`src/rtl/updi_frame_packer.sv`:
```
// updi_frame_packer
// Packs a byte/BREAK stream from the command generator into 12-bit UPDI UART
// frames (start, 8 data bits LSB-first, even parity, 2 stops). It writes them
// sequentially into the shared frame memory, pads the rest of the memory with
// idle frames, and pulses the loader's transmit enable. It then waits for the
// loader to report completion before it accepts the next message.
//
// Ports:
//   clk, rst            clock (posedge) and asynchronous active-high reset
//   s_valid/s_ready     item handshake; s_data byte, s_brk BREAK item,
//                       s_last marks the final item of a message
//   csb0, web0          memory chip select / write enable (active-low)
//   addr0, din0         memory word address / frame word
//   ten                 loader transmit enable (active-low, one-cycle pulse)
//   ld_done             loader finished (active-high pulse)
//   busy                high whenever the packer is not idle
//   trunc               one-cycle pulse on the write of a message cut at DEPTH
//   word_cnt            data/break words written in the current message
module updi_frame_packer #(
    parameter int unsigned ADDR_W    = 7,
    parameter int unsigned DEPTH     = 128,
    parameter logic [11:0] IDLE_WORD = 12'hFFF,
    parameter logic [11:0] BRK_WORD  = 12'h000
) (
    input  logic              clk,
    input  logic              rst,
    input  logic              s_valid,
    output logic              s_ready,
    input  logic [7:0]        s_data,
    input  logic              s_brk,
    input  logic              s_last,
    output logic              csb0,
    output logic              web0,
    output logic [ADDR_W-1:0] addr0,
    output logic [11:0]       din0,
    output logic              ten,
    input  logic              ld_done,
    output logic              busy,
    output logic              trunc,
    output logic [ADDR_W:0]   word_cnt
);

    typedef enum logic [2:0] {
        ST_IDLE = 3'd0,
        ST_PACK = 3'd1,
        ST_PAD  = 3'd2,
        ST_KICK = 3'd3,
        ST_WAIT = 3'd4
    } state_t;

    localparam logic [ADDR_W-1:0] LAST_ADDR = ADDR_W'(DEPTH - 1);

    // UART frame: bit 0 (start) goes out first, then data LSB-first,
    // even parity, and two stop bits.
    function automatic logic [11:0] make_frame(input logic [7:0] data);
        return {2'b11, ^data, data, 1'b0};
    endfunction

    state_t              state_q, state_d;
    logic [ADDR_W-1:0]   ptr_q, ptr_d;
    logic [ADDR_W:0]     word_cnt_q, word_cnt_d;
    logic                csb0_q, csb0_d;
    logic                web0_q, web0_d;
    logic [ADDR_W-1:0]   addr0_q, addr0_d;
    logic [11:0]         din0_q, din0_d;
    logic                ten_q, ten_d;
    logic                s_ready_q, s_ready_d;
    logic                busy_q, busy_d;
    logic                trunc_q, trunc_d;
    logic                accept_s;

    // Next-state and next-output computation for the packing FSM.
    always_comb begin
        state_d    = state_q;
        ptr_d      = ptr_q;
        word_cnt_d = word_cnt_q;
        csb0_d     = 1'b1;
        web0_d     = 1'b1;
        addr0_d    = addr0_q;
        din0_d     = din0_q;
        ten_d      = 1'b1;
        trunc_d    = 1'b0;
        accept_s   = s_valid && s_ready_q;

        case (state_q)
            ST_IDLE, ST_PACK: begin
                if (accept_s) begin
                    csb0_d     = 1'b0;
                    web0_d     = 1'b0;
                    addr0_d    = ptr_q;
                    din0_d     = s_brk ? BRK_WORD : make_frame(s_data);
                    ptr_d      = ptr_q + 1'b1;
                    word_cnt_d = word_cnt_q + 1'b1;
                    // Memory full: the item ends the message whatever s_last
                    // says, and nothing is left to pad.
                    if (ptr_q == LAST_ADDR) begin
                        state_d = ST_KICK;
                        trunc_d = !s_last;
                    end else if (s_last) begin
                        state_d = ST_PAD;
                    end else begin
                        state_d = ST_PACK;
                    end
                end else begin
                    state_d = state_q;
                end
            end
            ST_PAD: begin
                csb0_d  = 1'b0;
                web0_d  = 1'b0;
                addr0_d = ptr_q;
                din0_d  = IDLE_WORD;
                ptr_d   = ptr_q + 1'b1;
                if (ptr_q == LAST_ADDR) begin
                    state_d = ST_KICK;
                end else begin
                    state_d = ST_PAD;
                end
            end
            ST_KICK: begin
                ten_d   = 1'b0;
                state_d = ST_WAIT;
            end
            ST_WAIT: begin
                if (ld_done) begin
                    state_d    = ST_IDLE;
                    ptr_d      = '0;
                    word_cnt_d = '0;
                end else begin
                    state_d = ST_WAIT;
                end
            end
            default: begin
                state_d = ST_IDLE;
            end
        endcase

        // Registered flags are derived from the state being entered so they
        // line up with state_q in the following cycle.
        s_ready_d = (state_d == ST_IDLE) || (state_d == ST_PACK);
        busy_d    = (state_d != ST_IDLE);
    end

    // State and registered-output flops.
    always_ff @(posedge clk or posedge rst) begin
        if (rst) begin
            state_q    <= ST_IDLE;
            ptr_q      <= '0;
            word_cnt_q <= '0;
            csb0_q     <= 1'b1;
            web0_q     <= 1'b1;
            addr0_q    <= '0;
            din0_q     <= IDLE_WORD;
            ten_q      <= 1'b1;
            s_ready_q  <= 1'b0;
            busy_q     <= 1'b0;
            trunc_q    <= 1'b0;
        end else begin
            state_q    <= state_d;
            ptr_q      <= ptr_d;
            word_cnt_q <= word_cnt_d;
            csb0_q     <= csb0_d;
            web0_q     <= web0_d;
            addr0_q    <= addr0_d;
            din0_q     <= din0_d;
            ten_q      <= ten_d;
            s_ready_q  <= s_ready_d;
            busy_q     <= busy_d;
            trunc_q    <= trunc_d;
        end
    end

    assign s_ready  = s_ready_q;
    assign csb0     = csb0_q;
    assign web0     = web0_q;
    assign addr0    = addr0_q;
    assign din0     = din0_q;
    assign ten      = ten_q;
    assign busy     = busy_q;
    assign trunc    = trunc_q;
    assign word_cnt = word_cnt_q;

endmodule

```
`config.mk`:
```
export PLATFORM = sky130hd
export DESIGN_NAME = updi_frame_packer
export DESIGN_NICKNAME = d
export VERILOG_FILES = /design/src/rtl/updi_frame_packer.sv
export SDC_FILE = /design/constraint.sdc
export NUM_CORES = 1
export LEC_CHECK = 0
export CORE_ASPECT_RATIO = 0.5
export CORE_MARGIN = 1.5
export CORE_UTILIZATION = 39
export DETAILED_ROUTE_END_ITERATION = 12
export DONT_BUFFER_PORTS = 1
export GPL_TIMING_DRIVEN = 0
export PLACE_DENSITY = 0.52
export SLEW_MARGIN = 25
export SYNTH_ARGS = -nofsm -noshare
export SYNTH_HDL_FRONTEND = slang
export SYNTH_SLANG_ARGS = --single-unit
```
`constraint.sdc`:
```
create_clock -name clk -period 3.1 [get_ports clk]
set_input_delay 0.62 -clock clk [delete_from_list [all_inputs] [get_ports clk]]
set_output_delay 0.62 -clock clk [all_outputs]
set_load 0.02 [all_outputs]
```
==> impl_metrics.csv <==
group,metric,value,unit
grt,grt_first_pass_wirelength,6810,um
synth,synth.distinct_cells,33,
placement,dp.final_hpwl,2962,um
die,coreArea,4977,um2
cts,cts.sinks,41,
detailed_routing,routedWlPerCell,14.71,um
synth,synth_nets,218,
critical_path,cp.arrival,1060,ps
detailed_routing,drtIter0Drc,54,
cts,cts_tree,"built",
finish,final_area,2262,um2
grt,grt_max_degree,23,
sta,period_needed,1683,ps
synth,synth_area,2046,um2
detailed_routing,via_count,1417,
sta,worst_pin_slew,470.9,ps
sta,worst_slack,1417,ps
synth,synth_seq_cells,41,
die,start_util,41.10,%
placement,gp_congestion,0.7987,
finish,fillers,499,
cts,htree_num_levels,2,
critical_path,path_delay_family,"flip-flops",
finish,layout_common_cells,"46 x nand2_1, 28 x dfrtp_1, 14 x xnor2_1",
die,io_pins,47,
cts,cts_buffer_depth,2,
critical_path,crit_chain,"buf_4",
critical_path,crit_path_end_kind,"primary output",
detailed_routing,routed_via_density,5.043,
flow_run,drv_cap,0,
sta,fin_skew,5.755,ps
critical_path,crit_type,"reg -> out",
synth,synth-seq-area-share,50.95,%
die,die_area,5715,um2
sta,maxSlewHeadroom,68.56,%
detailed_routing,drt-total-wl,4134,um
grt,grt_pass1_vias,1384,
cts,cts-hold-fix-buffers,0,
synth,ys.flop_type,"dfrtp_1",
finish,drive_gt1_share,18.96,%
finish,layout.cells.non_filler,281,
finish,multi_input_area,893.4,um2
placement,place_inst,273,
synth,ys_warn_count,0,
die,rows,18,
sta,post-route-period-util,54.28,%
critical_path,critPathLaunchType,"register",
synth,async_flop_share,100.0,%
synth,yosys.area_share.simple,20.49,%
grt,top_usage_layer,"met2",
synth,syn_inst,202,
sta,finalSetupViolCount,0,
hold_path,min_path_type,"in -> async",
sta,hold_viol_final,0,
synth,synth-xor-area-share,5.994,%
synth,postSynthAreaPerCell,10.13,um2
outcome,outcome,"complete, no violations",
grt,use_met2,24.40,%
grt,antenna_found_initial,0,
detailed_routing,drc,0,
sta,finalSetupTns,0,ps
synth,synth_compound_area_share,14.50,%
critical_path,cp.required,2480,ps
die,die_width,105.4,um
placement,pre_cts_slack,1388,ps
finish,area_growth,10.58,%
die,die_y,54.21,um
finish,seqCellArea,1042,um2
cts,cts_resized,0,
critical_path,critPathBufInv,1,
sta,rsz0062_at_grt,"false",
cts,clk_latency,290,ps
finish,layout.nets,226,
power,p_leak,1.013,nW
detailed_routing,drtPass1Iterations,4,
grt,grtUsageMet3,6.905,%
power,p_per_area,1043,nW/um2
critical_path,path_max_fanout,3,
critical_path,slowest_delay,610,ps
sta,finalMaxSlewViolations,0,
finish,layout_commonest_cell,"nand2_1",
detailed_routing,antenna_left,0,
power,ir_drop,387.9,uV
sta,fmax,594.3,MHz
grt,grt_use_met1,20.58,%
grt,grt_util_all_layers,15.86,%
cts,post_cts_buffers,0,
placement,port_buffers,0,
cts,cts.clk_slew.worst_paths,80,ps
cts,cts_buffers,5,
finish,diodes,0,
critical_path,cp_slowest_cell,"dfstp_2",
placement,dpl-instance-area,2161,um2
grt,grt_overflow,0,
synth,synthAdderAreaFrac,1.223,%
cts,cts_root_buf,"clkbuf_8",
synth,synth_top_family_by_area,"simple AND/OR/NAND/NOR gates",
synth,synth_mux_area_share,1.468,%
synth,synth_edf_count,0,
-- cell usage after synthesis (all sizes together) (4+ instances only) --
master | number | share of area, %
nand2 | 46 | 8.4
dfrtp | 28 | 34
inv | 14 | 2.6
xnor2 | 14 | 6.0
dfstp | 13 | 17
nand3 | 11 | 2.7
nor2 | 11 | 2.0
buf | 8 | 2.4
o311ai | 8 | 3.4
a21oi | 5 | 1.4
o21ai | 5 | 1.2
a211oi | 4 | 1.5
nand3b | 4 | 2.7
nand4 | 4 | 1.2
-- area by class of cell --
cell class,count,area share (%)
Tap cell,70,3.872
Inverter,14,2.323
Sequential cell,41,46.07
Timing Repair Buffer,1,1.217
Clock buffer,7,4.259
Buffer,10,2.544
Clock inverter,1,0.2212
Multi-Input combinational cell,137,39.49
-- layer usage --
metal / wire length (um) / vias up
met5: 0 / -
met3: 361 / 7
met1: 2059 / 663
met2: 1668 / 41
met4: 44 / 0
li1: - / 706
-- stage by stage --
| stage | total power, W | hold WS (ps) | util [%] |
|---|---|---|---|
| floorplan | 0.001803 | 461.1 | - |
| global placement | 0.001979 | 504.2 | 42.86 |
| detailed placement | 0.001999 | 504.1 | 43.41 |
| CTS | 0.002391 | 231.6 | 45.45 |
| global route | 0.002553 | 243.1 | 45.45 |
| finish | 0.002361 | 221.3 | 45.45 |
-- cell families (layout without fill, tap and decap cells) --
family,after synthesis,in the layout
compound gates,32,32
xor+xnor,14,14
fa+ha+maj,2,2
buf+inv,24,33
flops,41,41
mux,3,3
simple gates,86,86
-- final timing paths --
| kind | start | end | slack [ps] | cells after the start |
|---|---|---|---|---|
| worst max-delay path | din0[10] | din0[11] | 1420 | 1 |
| worst min-delay path | rst | s_ready | 220 | 1 |
| worst max register to register | s_ready | din0[6] | 1420 | 4 |
| worst min register to register | din0[0] | din0[0] | 510 | 2 |
| max in group asynchronous | rst | web0 | 2340 | 2 |
| min in group clk | s_last | trunc | 390 | 1 |
-- state kept, by name, summed over array words and instances, names as in the netlist --
register and count:
trunc 1, ptr_q 7, word_cnt 8, web0 1, ten 1, state_q 3
busy 1, addr0 7, din0 11, s_ready 1
-- where the power goes --
part | total (W) | leakage [nW] | internal (W) | switching [W]
registers | 0.00125 | 0.492 | 0.000824 | 0.000424
logic | 0.000727 | 0.466 | 0.000303 | 0.000424
clock network | 0.000386 | 0.0542 | 0.000201 | 0.000185
total | 0.00236 | 1.01 | 0.00133 | 0.00103
Note: power is estimated with default switching activity, not from simulation.
